$ cat src/rtl/lib_pkg.sv
`default_nettype none
// ============================================================================
// Module      : lib_pkg
// Description : Shared types and constants for the core datapath. It defines
//               the ALU operation encoding, the operand-select encodings used
//               by the execute stage, and the hard-wired zero register index.
// Revision    : 1.0 - initial release
// ============================================================================
package lib_pkg;

    typedef enum logic [3:0] {
        ALU_ADD  = 4'd0,
        ALU_SUB  = 4'd1,
        ALU_SLL  = 4'd2,
        ALU_SLT  = 4'd3,
        ALU_SLTU = 4'd4,
        ALU_XOR  = 4'd5,
        ALU_SRL  = 4'd6,
        ALU_SRA  = 4'd7,
        ALU_OR   = 4'd8,
        ALU_AND  = 4'd9
    } alu_type_t;

    typedef enum logic [1:0] {
        OP0_RS1  = 2'd0,
        OP0_PC   = 2'd1,
        OP0_ZERO = 2'd2
    } op0_sel_t;

    typedef enum logic [1:0] {
        OP1_RS2  = 2'd0,
        OP1_IMM  = 2'd1,
        OP1_FOUR = 2'd2
    } op1_sel_t;

    // Index of the architectural zero register. It is never forwarded.
    localparam int unsigned REG_ZERO = 0;

endpackage
`default_nettype wire

$ cat src/rtl/alu.sv
`default_nettype none
// ============================================================================
// Module      : alu
// Description : Combinational integer ALU. All results are WIDTH wide and wrap
//               modulo 2^WIDTH. Shift amounts use the low 5 bits of i_op1.
// Ports       : i_alu_type - operation select
//               i_op0      - first operand
//               i_op1      - second operand / shift amount
//               o_result   - operation result
// Revision    : 1.0 - initial release
// ============================================================================
module alu
    import lib_pkg::*;
#(
    parameter int WIDTH = 32
) (
    input  alu_type_t          i_alu_type,
    input  logic [WIDTH-1:0]   i_op0,
    input  logic [WIDTH-1:0]   i_op1,
    output logic [WIDTH-1:0]   o_result
);

    logic [4:0] w_shamt;
    logic       w_lt_signed;
    logic       w_lt_unsigned;

    assign w_shamt       = i_op1[4:0];
    assign w_lt_signed   = ($signed(i_op0) < $signed(i_op1));
    assign w_lt_unsigned = (i_op0 < i_op1);

    always_comb begin
        o_result = '0;
        case (i_alu_type)
            ALU_ADD:  o_result = i_op0 + i_op1;
            ALU_SUB:  o_result = i_op0 - i_op1;
            ALU_SLL:  o_result = i_op0 << w_shamt;
            ALU_SLT:  o_result = {{(WIDTH-1){1'b0}}, w_lt_signed};
            ALU_SLTU: o_result = {{(WIDTH-1){1'b0}}, w_lt_unsigned};
            ALU_XOR:  o_result = i_op0 ^ i_op1;
            ALU_SRL:  o_result = i_op0 >> w_shamt;
            ALU_SRA:  o_result = $unsigned($signed(i_op0) >>> w_shamt);
            ALU_OR:   o_result = i_op0 | i_op1;
            ALU_AND:  o_result = i_op0 & i_op1;
            default:  o_result = '0;
        endcase
    end

endmodule
`default_nettype wire

$ cat src/rtl/fwd_mux.sv
`default_nettype none
// ============================================================================
// Module      : fwd_mux
// Description : Resolves one source operand against in-flight writers. The
//               EX/MEM result wins over the MEM/WB write, which wins over the
//               register-file value. The zero register is never forwarded.
// Ports       : i_src_addr / i_src_val     - operand index and RF read value
//               i_ex_fwd_en                - EX/MEM holds a valid writer
//               i_ex_rd_addr / i_ex_result - EX/MEM destination and result
//               i_wb_valid / i_wb_rd_addr / i_wb_data - MEM/WB write
//               o_val                      - resolved operand value
// Revision    : 1.0 - initial release
// ============================================================================
module fwd_mux
    import lib_pkg::*;
#(
    parameter int WIDTH      = 32,
    parameter int REG_ADDR_W = 5
) (
    input  logic [REG_ADDR_W-1:0] i_src_addr,
    input  logic [WIDTH-1:0]      i_src_val,
    input  logic                  i_ex_fwd_en,
    input  logic [REG_ADDR_W-1:0] i_ex_rd_addr,
    input  logic [WIDTH-1:0]      i_ex_result,
    input  logic                  i_wb_valid,
    input  logic [REG_ADDR_W-1:0] i_wb_rd_addr,
    input  logic [WIDTH-1:0]      i_wb_data,
    output logic [WIDTH-1:0]      o_val
);

    logic w_nonzero;
    logic w_ex_hit;
    logic w_wb_hit;

    assign w_nonzero = (i_src_addr != REG_ADDR_W'(REG_ZERO));
    assign w_ex_hit  = i_ex_fwd_en && (i_ex_rd_addr == i_src_addr) && w_nonzero;
    assign w_wb_hit  = i_wb_valid  && (i_wb_rd_addr == i_src_addr) && w_nonzero;

    assign o_val = w_ex_hit ? i_ex_result :
                   w_wb_hit ? i_wb_data   :
                              i_src_val;

endmodule
`default_nettype wire

$ cat src/rtl/ex_stage.sv
`default_nettype none
// ============================================================================
// Module      : ex_stage
// Description : Execute pipeline stage. Forwards source operands, selects ALU
//               inputs, computes the result and holds it in the EX/MEM
//               register behind a valid/ready handshake with flush support.
// Ports       : clk, rst                 - clock, synchronous active-high reset
//               flush                    - squash EX/MEM and drop the input
//               in_valid / in_ready      - decode-side handshake
//               in_*                     - decoded instruction fields
//               wb_valid/wb_rd_addr/wb_data - MEM/WB write for forwarding
//               out_valid / out_ready    - memory-side handshake
//               out_result, out_store_data, out_rd_addr, out_reg_write
//                                        - EX/MEM register contents
// Revision    : 1.0 - initial release
// ============================================================================
module ex_stage
    import lib_pkg::*;
#(
    parameter int WIDTH      = 32,
    parameter int REG_ADDR_W = 5
) (
    input  logic                  clk,
    input  logic                  rst,
    input  logic                  flush,
    input  logic                  in_valid,
    output logic                  in_ready,
    input  alu_type_t             in_alu_type,
    input  logic [REG_ADDR_W-1:0] in_rs1_addr,
    input  logic [REG_ADDR_W-1:0] in_rs2_addr,
    input  logic [WIDTH-1:0]      in_rs1_val,
    input  logic [WIDTH-1:0]      in_rs2_val,
    input  logic [WIDTH-1:0]      in_imm,
    input  logic [WIDTH-1:0]      in_pc,
    input  op0_sel_t              in_op0_sel,
    input  op1_sel_t              in_op1_sel,
    input  logic [REG_ADDR_W-1:0] in_rd_addr,
    input  logic                  in_reg_write,
    input  logic                  wb_valid,
    input  logic [REG_ADDR_W-1:0] wb_rd_addr,
    input  logic [WIDTH-1:0]      wb_data,
    output logic                  out_valid,
    input  logic                  out_ready,
    output logic [WIDTH-1:0]      out_result,
    output logic [WIDTH-1:0]      out_store_data,
    output logic [REG_ADDR_W-1:0] out_rd_addr,
    output logic                  out_reg_write
);

    localparam logic [WIDTH-1:0] c_four = WIDTH'(4);

    logic                  r_valid;
    logic [WIDTH-1:0]      r_result;
    logic [WIDTH-1:0]      r_store_data;
    logic [REG_ADDR_W-1:0] r_rd_addr;
    logic                  r_reg_write;

    logic                  w_accept;
    logic                  w_ex_fwd_en;
    logic                  w_rd_writes;
    logic [WIDTH-1:0]      w_rs1_fwd;
    logic [WIDTH-1:0]      w_rs2_fwd;
    logic [WIDTH-1:0]      w_op0;
    logic [WIDTH-1:0]      w_op1;
    logic [WIDTH-1:0]      w_alu_result;

    // Ready depends only on registered state and downstream ready, so there is
    // no path from in_valid back into in_ready.
    assign in_ready    = !r_valid || out_ready;
    assign w_accept    = in_valid && in_ready && !flush;
    assign w_ex_fwd_en = r_valid && r_reg_write;
    // Writes to x0 are architecturally discarded, so drop the enable here and
    // keep x0 out of any downstream forwarding compare.
    assign w_rd_writes = in_reg_write && (in_rd_addr != REG_ADDR_W'(REG_ZERO));

    fwd_mux #(
        .WIDTH      (WIDTH),
        .REG_ADDR_W (REG_ADDR_W)
    ) u_fwd_rs1 (
        .i_src_addr   (in_rs1_addr),
        .i_src_val    (in_rs1_val),
        .i_ex_fwd_en  (w_ex_fwd_en),
        .i_ex_rd_addr (r_rd_addr),
        .i_ex_result  (r_result),
        .i_wb_valid   (wb_valid),
        .i_wb_rd_addr (wb_rd_addr),
        .i_wb_data    (wb_data),
        .o_val        (w_rs1_fwd)
    );

    fwd_mux #(
        .WIDTH      (WIDTH),
        .REG_ADDR_W (REG_ADDR_W)
    ) u_fwd_rs2 (
        .i_src_addr   (in_rs2_addr),
        .i_src_val    (in_rs2_val),
        .i_ex_fwd_en  (w_ex_fwd_en),
        .i_ex_rd_addr (r_rd_addr),
        .i_ex_result  (r_result),
        .i_wb_valid   (wb_valid),
        .i_wb_rd_addr (wb_rd_addr),
        .i_wb_data    (wb_data),
        .o_val        (w_rs2_fwd)
    );

    always_comb begin
        w_op0 = '0;
        case (in_op0_sel)
            OP0_RS1:  w_op0 = w_rs1_fwd;
            OP0_PC:   w_op0 = in_pc;
            OP0_ZERO: w_op0 = '0;
            default:  w_op0 = '0;
        endcase
    end

    always_comb begin
        w_op1 = '0;
        case (in_op1_sel)
            OP1_RS2:  w_op1 = w_rs2_fwd;
            OP1_IMM:  w_op1 = in_imm;
            OP1_FOUR: w_op1 = c_four;
            default:  w_op1 = '0;
        endcase
    end

    alu #(
        .WIDTH (WIDTH)
    ) u_alu (
        .i_alu_type (in_alu_type),
        .i_op0      (w_op0),
        .i_op1      (w_op1),
        .o_result   (w_alu_result)
    );

    // Flush only clears valid; data fields keep their last values so nothing
    // downstream sees X when out_valid is low.
    always_ff @(posedge clk) begin
        if (rst) begin
            r_valid      <= 1'b0;
            r_result     <= '0;
            r_store_data <= '0;
            r_rd_addr    <= '0;
            r_reg_write  <= 1'b0;
        end else if (flush) begin
            r_valid      <= 1'b0;
        end else if (w_accept) begin
            r_valid      <= 1'b1;
            r_result     <= w_alu_result;
            r_store_data <= w_rs2_fwd;
            r_rd_addr    <= in_rd_addr;
            r_reg_write  <= w_rd_writes;
        end else if (out_ready) begin
            r_valid      <= 1'b0;
        end
    end

    assign out_valid      = r_valid;
    assign out_result     = r_result;
    assign out_store_data = r_store_data;
    assign out_rd_addr    = r_rd_addr;
    assign out_reg_write  = r_reg_write;

endmodule
`default_nettype wire

$ cat config.mk
export PLATFORM = sky130hd
export DESIGN_NAME = ex_stage
export DESIGN_NICKNAME = d
export VERILOG_FILES = /design/src/rtl/lib_pkg.sv /design/src/rtl/alu.sv /design/src/rtl/fwd_mux.sv /design/src/rtl/ex_stage.sv
export SDC_FILE = /design/constraint.sdc
export NUM_CORES = 1
export LEC_CHECK = 0
export CAP_MARGIN = 40
export CORE_MARGIN = 2
export CORE_UTILIZATION = 29
export CTS_CLUSTER_SIZE = 25
export DETAILED_ROUTE_END_ITERATION = 8
export PLACE_DENSITY = 0.61
export SLEW_MARGIN = 20
export SYNTH_ARGS = -nofsm -noshare
export SYNTH_HDL_FRONTEND = slang
export SYNTH_SLANG_ARGS = --single-unit
$ cat constraint.sdc
create_clock -name clk -period 10.5 [get_ports clk]
set_input_delay 3.15 -clock clk [delete_from_list [all_inputs] [get_ports clk]]
set_output_delay 3.15 -clock clk [all_outputs]
set_load 0.01 [all_outputs]
==> results.toml <==
[timing]
min_period_over_period_pct = 88.0
rsz0062_at_grt = "false"
hold_viol = 0
fmax_mhz = 108
tns_ps = 0
skew_ps = 25.9
finalSetupViolations = 0
fin_crit_ps = 9240
worst_pin_slew_ps = 1000
relSlewSlack_pct = 33.1
whs_ps = 459
drv_slew = 0

[route]
vias_per_cell = 6.45
drt-total-wl_mm = 89.2
drt_iter0_markers = 2690
drt_pass1_iterations = 7
ant_nets = 0
vias = 17800
drc = 0
avgRoutedWirePerCell_um = 32.4

[logic_synthesis]
synth_fp_nets = 2234
ys_types = 87
synthCells = 1940
mappedNetlistArea_mm2 = 0.0136
synth_flop_cell = "dfxtp_1"
ys_seq_elements = 71
synth_area_per_cell_um2 = 7.02
synthArstFlopShare_pct = 0
seq_area_frac_synth_pct = 10.4
yosys_warnings = 0
synth_edf_count = 0

[worst_setup_path]
crit_slowest_cell = "a221oi_1"
cpPeakStageDelay_ps = 660
crit_fanout = 25
cp-start-kind = "primary input"
required_ps = 10850
crit_type = "primary input to flop"
cpMostUsedCell = "buf_4"
arrival_ps = 9590
crit_path_end_kind = "flop"
worstPathCellList = "clkdlybuf4s50_1 -> xnor2_1 -> nand4_1 -> nor2_4 -> buf_4 -> mux2_2 -> a222oi_1 -> ha_1 -> inv_1 -> fa_1 -> nor2b_1 -> o21ai_0 -> a21oi_1 -> o31ai_1 -> buf_4 -> o22ai_1 -> a31oi_1 -> o311a_1 -> o221ai_1 -> a221oi_1 -> a2111oi_2 -> nor2_1"

[die]
rows = 79
coreArea_mm2 = 0.0465
die-area_mm2 = 0.0487
fp.dieH_um = 221
start_util_pct = 29.3
fp.dieW_um = 221
io_pins = 267

[clock_tree]
cts.reportedPaths.clkPinSlew_ps = 90
clock_path_buffers = 2
cts-root-buf = "clkbuf_16"
clock_latency_ps = 410
cts_resized = 0
cts.sinks = 71
cts_made_buffers = 9
htree_levels = 3
cts_setup_buffers = 0
cts_tree = "done"
cts_hold_buf = 0

[placement]
place_area_mm2 = 0.0170
hpwl_mm = 70.0
gp_congestion = 1.02
io_buffers = 266

[outcome]
outcome = "finished clean"

[global_route]
grt_pass1_wl_mm = 123
track_usage_pct = 35.3
overflow = 0
antenna_found_initial = 4
grt_max_degree = 66
grt_pass1_vias = 16500

[layout]
syn2layout_area_growth_pct = 27.3
utilization_pct = 37.3
layout_common_cells = "clkdlybuf4s50_1 (264), nand2_1 (229), mux2i_1 (178)"
fin_area_mm2 = 0.0173
layout_commonest_cell = "clkdlybuf4s50_1"
final_net_count = 2435
layout-drive-gt1-share_pct = 9.18

[hold_path]
hold_path_class = "flop to flop"

[power_and_ir_drop]
power.leakage_uw = 0.00685
ir_drop_v = 0.0000988
p_per_area_mw_per_mm2 = 87.8
total_power_uw = 1520

[job]
cap_violations = 0
## cells by family after synthesis
logic type | synth area share (%)
AOI/OAI and AO/OA | 33.4
xor gates and xnor gates | 1.99
adders and majority gates | 9.20
buffers and inverters | 7.24
DFF | 10.4
muxes | 18.3
and+or+nand+nor | 19.4
## layout make-up
type / count / area, µm²
antenna: 4 / 10.0
clock buffer: 10 / 239
clock inverter: 6 / 50.0
fill: 4921 / 29100
inverter: 101 / 379
multi-input combinational: 1625 / 11300
sequential: 71 / 1420
tap: 607 / 759
timing repair buffer: 333 / 3200
## state kept, by name, indices dropped and copies added, names as in the netlist
register,cells
out_rd_addr,5
out_reg_write,1
out_result,32
out_store_data,32
out_valid,1
## power breakdown
| group | internal, µW | switching (µW) | total, µW |
|---|---|---|---|
| combinational | 327 | 562 | 890 |
| sequential | 280 | 16.9 | 297 |
| clock | 169 | 167 | 336 |
## synth_stat cells (24+ instances only)
cell type / number / area (µm²)
nand2_1: 229 / 860
mux2i_1: 178 / 1780
a21oi_1: 174 / 871
nor2_1: 145 / 544
o21ai_0: 124 / 621
clkbuf_1: 99 / 372
inv_1: 99 / 372
ha_1: 97 / 1210
dfxtp_1: 71 / 1420
mux2_2: 45 / 507
nand3_1: 42 / 210
nor3_1: 40 / 200
a211oi_1: 33 / 248
a22oi_1: 31 / 233
o22ai_1: 31 / 194
or2_2: 31 / 194
xnor2_1: 27 / 236
a21o_1: 26 / 195
a221oi_1: 24 / 210
## through the flow
stage / worst slack [ps] / std cells
floorplan: 2130 / 1940
global placement: 1180 / 2732
detailed placement: 1020 / 2736
CTS: 1430 / 2752
global route: 894 / 2754
finish: 1260 / 2757
## worst max-delay path: cells and delay by family
| kind | cells | cell delay [ps] |
|---|---|---|
| adder cells (fa/ha/maj) | 2 | 740 |
| multiplexers | 1 | 380 |
| AO/OA/AOI/OAI | 10 | 3070 |
| XOR/XNOR | 1 | 180 |
| AND/OR/NAND/NOR | 4 | 760 |
| buffers and inverters | 4 | 1310 |
## routing by layer
layer	share of wire, %	track usage [%]
met1	40	46.2
met2	42	53.4
met3	11	7.44
met4	6.5	20.5
met5	0.015	0
## worst paths after layout
check | slack, ps | from | cells after the start | end
worst min-delay path | 460 | out_store_data[22] | 2 | out_store_data[22]
worst max register to register | 4380 | out_rd_addr[3] | 17 | out_result[25]
worst max-delay path | 1260 | in_rs1_addr[0] | 22 | out_result[0]
worst min register to register | 460 | out_store_data[22] | 2 | out_store_data[22]
Note: power is estimated with default switching activity, not from simulation.
